### src/rtl/mlp_pkg.sv
// rtl/mlp_pkg.sv - shared state encoding, activation codes and defaults for the MLP layer sequencer
package mlp_pkg;

   typedef enum logic [2:0] {
      S_IDLE   = 3'd0,
      S_LAUNCH = 3'd1,
      S_WAIT   = 3'd2,
      S_READ   = 3'd3,
      S_CMP    = 3'd4
   } seq_state_t;

   localparam logic [1:0] ACT_LINEAR = 2'd0;
   localparam logic [1:0] ACT_RELU   = 2'd1;

   localparam int         DEF_DW      = 16;
   localparam logic [5:0] DEF_ACT_CFG = {ACT_LINEAR, ACT_RELU, ACT_RELU};

endpackage

### src/rtl/mlp_seq_watchdog.sv
// rtl/mlp_seq_watchdog.sv - per-layer cycle counter and expiry compare
// Built into the sequencer only when MLP_SEQ_WATCHDOG_EN is defined.
module mlp_seq_watchdog #(
   parameter int TIMEOUT_CYC = 4096
)(
   input  logic clk,
   input  logic rst,
   input  logic clr,
   input  logic en,
   output logic expired
);

   localparam int CW = (TIMEOUT_CYC > 2) ? $clog2(TIMEOUT_CYC) : 1;
   localparam logic [CW-1:0] LIMIT = CW'(TIMEOUT_CYC - 2);

   logic [CW-1:0] cnt;

   always_ff @(posedge clk or posedge rst) begin
      if (rst)
         cnt <= '0;
      else if (clr)
         cnt <= '0;
      else if (en && cnt != LIMIT)
         cnt <= cnt + 1'b1;
   end

   // err is registered in the sequencer, so expiry is flagged one cycle early
   // to land the err pulse TIMEOUT_CYC cycles after layer_start.
   assign expired = en && (cnt == LIMIT);

endmodule

### src/rtl/mlp_layer_sequencer.sv
// rtl/mlp_layer_sequencer.sv - runs an MLP inference layer by layer on a shared dense-layer engine
// Optional per-layer watchdog enabled with MLP_SEQ_WATCHDOG_EN.
module mlp_layer_sequencer
   import mlp_pkg::*;
#(
   parameter int                          NUM_LAYERS  = 3,
   parameter int                          LIDX_W      = 2,
   parameter int                          DW          = DEF_DW,
   parameter logic [2*NUM_LAYERS-1:0]     ACT_CFG     = DEF_ACT_CFG,
   parameter int                          TIMEOUT_CYC = 4096
)(
   input  logic              clk,
   input  logic              rst,
   input  logic              start,
   input  logic              abort,
   input  logic [DW-1:0]     threshold,
   output logic              busy,
   output logic              done,
   output logic              err,
   output logic              anomaly,
   output logic [DW-1:0]     score,
   output logic              layer_start,
   output logic [1:0]        layer_act_sel,
   output logic [LIDX_W-1:0] layer_idx,
   input  logic              layer_done,
   output logic              bank_sel,
   output logic              res_cs,
   output logic [4:0]        res_addr,
   input  logic [DW-1:0]     res_dout
);

   localparam logic [LIDX_W-1:0] LAST_IDX = LIDX_W'(NUM_LAYERS - 1);

   seq_state_t        state, state_n;
   logic [DW-1:0]     threshold_q, threshold_n;
   logic [DW-1:0]     score_n;
   logic              anomaly_n, busy_n, done_n, err_n, bank_n;
   logic [LIDX_W-1:0] idx_n;
   logic [1:0]        act_n;
   logic              wd_expired;

`ifdef MLP_SEQ_WATCHDOG_EN
   mlp_seq_watchdog #(
      .TIMEOUT_CYC (TIMEOUT_CYC)
   ) u_watchdog (
      .clk     (clk),
      .rst     (rst),
      .clr     (state == S_LAUNCH),
      .en      (state == S_WAIT),
      .expired (wd_expired)
   );
`else
   logic unused_timeout;
   assign unused_timeout = (TIMEOUT_CYC != 0);
   assign wd_expired     = 1'b0;
`endif

   always_ff @(posedge clk or posedge rst) begin
      if (rst) begin
         state         <= S_IDLE;
         threshold_q   <= '0;
         score         <= '0;
         anomaly       <= 1'b0;
         busy          <= 1'b0;
         done          <= 1'b0;
         err           <= 1'b0;
         bank_sel      <= 1'b0;
         layer_idx     <= '0;
         layer_act_sel <= ACT_LINEAR;
      end else begin
         state         <= state_n;
         threshold_q   <= threshold_n;
         score         <= score_n;
         anomaly       <= anomaly_n;
         busy          <= busy_n;
         done          <= done_n;
         err           <= err_n;
         bank_sel      <= bank_n;
         layer_idx     <= idx_n;
         layer_act_sel <= act_n;
      end
   end

   always_comb begin
      state_n     = state;
      threshold_n = threshold_q;
      score_n     = score;
      anomaly_n   = anomaly;
      busy_n      = busy;
      done_n      = 1'b0;
      err_n       = 1'b0;
      bank_n      = bank_sel;
      idx_n       = layer_idx;
      act_n       = layer_act_sel;

      if (abort && state != S_IDLE) begin
         state_n = S_IDLE;
         busy_n  = 1'b0;
         err_n   = 1'b1;
      end else begin
         case (state)
            S_IDLE: begin
               if (start && !abort) begin
                  threshold_n = threshold;
                  idx_n       = '0;
                  bank_n      = 1'b0;
                  busy_n      = 1'b1;
                  act_n       = ACT_CFG[1:0];
                  state_n     = S_LAUNCH;
               end
            end
            S_LAUNCH: state_n = S_WAIT;
            S_WAIT: begin
               // act_sel is loaded on entry to LAUNCH so it is already stable with layer_start
               if (layer_done) begin
                  if (layer_idx == LAST_IDX) begin
                     state_n = S_READ;
                  end else begin
                     idx_n   = layer_idx + 1'b1;
                     bank_n  = ~bank_sel;
                     act_n   = ACT_CFG[{idx_n, 1'b0} +: 2];
                     state_n = S_LAUNCH;
                  end
               end else if (wd_expired) begin
                  state_n = S_IDLE;
                  busy_n  = 1'b0;
                  err_n   = 1'b1;
               end
            end
            S_READ: state_n = S_CMP;
            S_CMP: begin
               score_n   = res_dout;
               anomaly_n = ($signed(res_dout) > $signed(threshold_q));
               done_n    = 1'b1;
               busy_n    = 1'b0;
               state_n   = S_IDLE;
            end
            default: state_n = S_IDLE;
         endcase
      end
   end

   assign layer_start = (state == S_LAUNCH);
   assign res_cs      = (state == S_READ);
   assign res_addr    = 5'd0;

endmodule
### config.mk
export PLATFORM = sky130hd
export DESIGN_NAME = mlp_layer_sequencer
export DESIGN_NICKNAME = d
export VERILOG_FILES = /design/src/rtl/mlp_pkg.sv /design/src/rtl/mlp_seq_watchdog.sv /design/src/rtl/mlp_layer_sequencer.sv
export SDC_FILE = /design/constraint.sdc
export NUM_CORES = 1
export LEC_CHECK = 0
export BUFFER_PORTS_ARGS = -buffer_cell sky130_fd_sc_hd__buf_2
export CAP_MARGIN = 20
export CORE_MARGIN = 5
export CORE_UTILIZATION = 30
export DETAILED_ROUTE_END_ITERATION = 10
export PLACE_DENSITY = 0.51
export SLEW_MARGIN = 10
export SYNTH_ARGS = -nofsm -noshare
export SYNTH_HDL_FRONTEND = slang
export SYNTH_SLANG_ARGS = --single-unit
### constraint.sdc
create_clock -name clk -period 1.7 [get_ports clk]
set_input_delay 0.085 -clock clk [delete_from_list [all_inputs] [get_ports clk]]
set_output_delay 0.085 -clock clk [all_outputs]
set_load 0.005 [all_outputs]
==> out/results.tsv <==
stage	metric	value	unit
pwr	powerDensity	960	mW/mm^2
detailed_routing	vias	1539	
floorplan	dieArea	0.00902	mm^2
detailed_routing	ant_nets	0	
timing	final.min_clock_period	1.75	ns
layout	seq_area	0.00108	mm^2
cts	numCtsBuffers	5	
yosys	syn_area	0.00217	mm^2
detailed_routing	drc	0	
cts	ctsLongestPathBuffers	2	
place	port_buffers	62	
grt	grt_pass1_wl	7.41	mm
cts	clkTransAtPathRegs	0.08	ns
yosys	synth_cell_types	32	
yosys	async_flop_share	1.00	
grt	grt.met1_usage	0.148	
worst_setup_path	worstSetupPathType	flop to flop	
pwr	ir_drop	0.000340	V
timing	period_share	1.03	
yosys	yosysMostFrequentCell	dfrtp_1	
timing	worst_slack	-0.0470	ns
yosys	yosys-top-cells-count	43 x dfrtp_1, 32 x mux2_2, 21 x inv_1, 17 x ha_1, 9 x nand2_1	
yosys	yosysWarningCount	0	
cts	clock_latency	0.29	ns
grt	grt_use_met3	0.0335	
layout	drive_above_1_share	0.485	
outcome	violations	negative setup slack	
timing	grt_setup_unrepaired	true	
grt	grt_max_degree	23	
detailed_routing	drt-initial-drc-count	34	
cts	cts_root_buffer	clkbuf_8	
floorplan	die_y	95.0	um
floorplan	fp-row-count	31	
grt	grt-ovfl-total	0	
layout	n_antenna_cell	0	
yosys	syn_area_per_cell	11.7	um^2
place	dp_hpwl	3.55	mm
floorplan	ios	69	
timing	finClkSkew	0.00656	ns
cts	cts_tree	done	
yosys	synth_seq_area_share	0.497	
yosys	synth_top_area_share	0.497	
place	place_area	0.00263	mm^2
yosys	synth-main-ff-cell	dfrtp_1	
timing	clock.fmax	0.572	GHz
floorplan	dieWidth	95.0	um
yosys	yosys.area.top_type	dfrtp_1	
layout	syn2layout_area_growth	31.9	%
detailed_routing	wl_per_cell	12.7	um
layout	fin_area	0.00286	mm^2
pwr	p_leak	0.00149	uW
yosys	syn_inst	185	
timing	setup_viol_count_final	1	
flow_run	drv_cap	0	
layout	nets	313	
worst_setup_path	cp-start-kind	flop	
detailed_routing	drt_wl_total	4.55	mm
grt	top_usage_layer	met2	
worst_setup_path	cp-end-kind	flop	
hold_path	hold_class	input port to flop	
worst_setup_path	path_max_fanout	2	
grt	antenna_found_initial	0	
yosys	synth.area.top_cells	dfrtp_1 50%, mux2_2 17%, ha_1 9.8%, inv_1 3.6%, buf_4 2.4%	
timing	tightest_slew	0.500	ns
timing	hold_viol	0	
grt	grt_pass1_vias	1537	
worst_setup_path	critPathArrivalTime	1.93	ns
place	place_congestion	0.724	
cts	cts.sinks	43	
timing	slew_violations	0	
layout	multi_input_area	0.00103	mm^2
outcome	status	finished with violations	
floorplan	start_util	0.303	
timing	slew_headroom	0.666	
detailed_routing	vias_per_cell	4.29	
worst_setup_path	critical_path_required	1.88	ns
cts	h-tree-depth	2	
yosys	synth-edff-count	0	
layout	fin_util	0.400	
grt	gr-usage-met2	0.159	
grt	grt_usage	0.108	
pwr	total_power	2740	uW
floorplan	fp.coreArea	0.00714	mm^2
layout	n_fill_cell	727	
detailed_routing	firstDrtPassIters	6	
yosys	ys_ff_latch	43	
-- layout make-up --
class                      instances  area share
sequential                        43       0.377
multi-input combinational        115       0.362
timing repair buffer              73       0.149
tap                               99      0.0433
clock buffer                       6      0.0289
inverter                          21      0.0276
clock inverter                     2      0.0123
-- through the flow --
step | TNS, ns | instances | setup WS, ns | hold WS (ns)
final | -0.0470 | 359 | -0.0470 | 0.0199
after global routing | -0.156 | 359 | -0.156 | 0.00719
after CTS | -0.0217 | 356 | -0.0217 | 0.00102
after detailed placement | -0.0794 | 347 | -0.0794 | 0.150
after global placement | -0.0517 | 347 | -0.0517 | 0.153
after floorplan | 0 | 190 | 0.0307 | 0.156
-- layer usage --
layer | routed length (um) | up-vias
met2 | 2040 | 45
met1 | 2200 | 718
met5 | 0 | -
met3 | 251 | 4
met4 | 58 | 0
li1 | - | 772
-- path summary, 6_finish.rpt --
kind / startpoint / endpoint / slack (ns) / cells after the start
worst max-delay path: threshold_q[11]$_DFFE_PP0P_ / anomaly$_DFFE_PP0P_ / -0.05 / 7
worst min-delay path: threshold[9] / threshold_q[9]$_DFFE_PP0P_ / 0.02 / 2
worst max register to register: threshold_q[11]$_DFFE_PP0P_ / anomaly$_DFFE_PP0P_ / -0.05 / 7
worst min register to register: bank_sel$_DFFE_PP0P_ / bank_sel$_DFFE_PP0P_ / 0.47 / 1
max in group asynchronous: rst / threshold_q[4]$_DFFE_PP0P_ / 0.84 / 4
min in group asynchronous: rst / score[14]$_DFFE_PP0P_ / 0.36 / 3
-- flip-flops by register name, indices dropped and copies added (netlist names) --
register       cells
bank_sel           1
threshold_q       16
state              3
done               1
anomaly            1
err                1
layer_act_sel      1
busy               1
layer_idx          2
score             16
-- critical path, cell delays in order, from the launching register on --
cell	delay [ns]
dfrtp_1	0.34
inv_1	0.04
ha_1	0.29
a21oi_1	0.15
nor2_1	0.05
or3_1	0.36
a211o_1	0.29
mux2i_1	0.12
-- cells by family after synthesis --
group	synth area share
flops	0.497
mux	0.171
buf+inv	0.0722
other cells	0.00173
simple gates	0.103
fa+ha+maj	0.0982
compound gates	0.0572
-- layout by cell type (no fill, tap or decap), types with 8 or more instances in the layout --
master	netlist	layout
a21oi_1	8	8
inv_1	21	17
dfrtp_1	43	43
buf_2	2	62
ha_1	17	14
nand2_1	9	8
mux2_2	32	32
-- report_power, final --
part           total (uW)  leakage [uW]  switching [uW]  internal, uW
sequential           1250      0.000550            78.7          1180
combinational         675      0.000883             320           355
clock                 813     0.0000612             337           475
-- what timing repair did --
item	in CTS	in global routing
endpoints found under the hold margin	21	1
pin swaps	3	6
setup buffers	0	2
hold buffers	1	1
setup endpoints to repair	1	1
resized for setup	6	9
No activity file was read; power rests on OpenSTA's default activity.
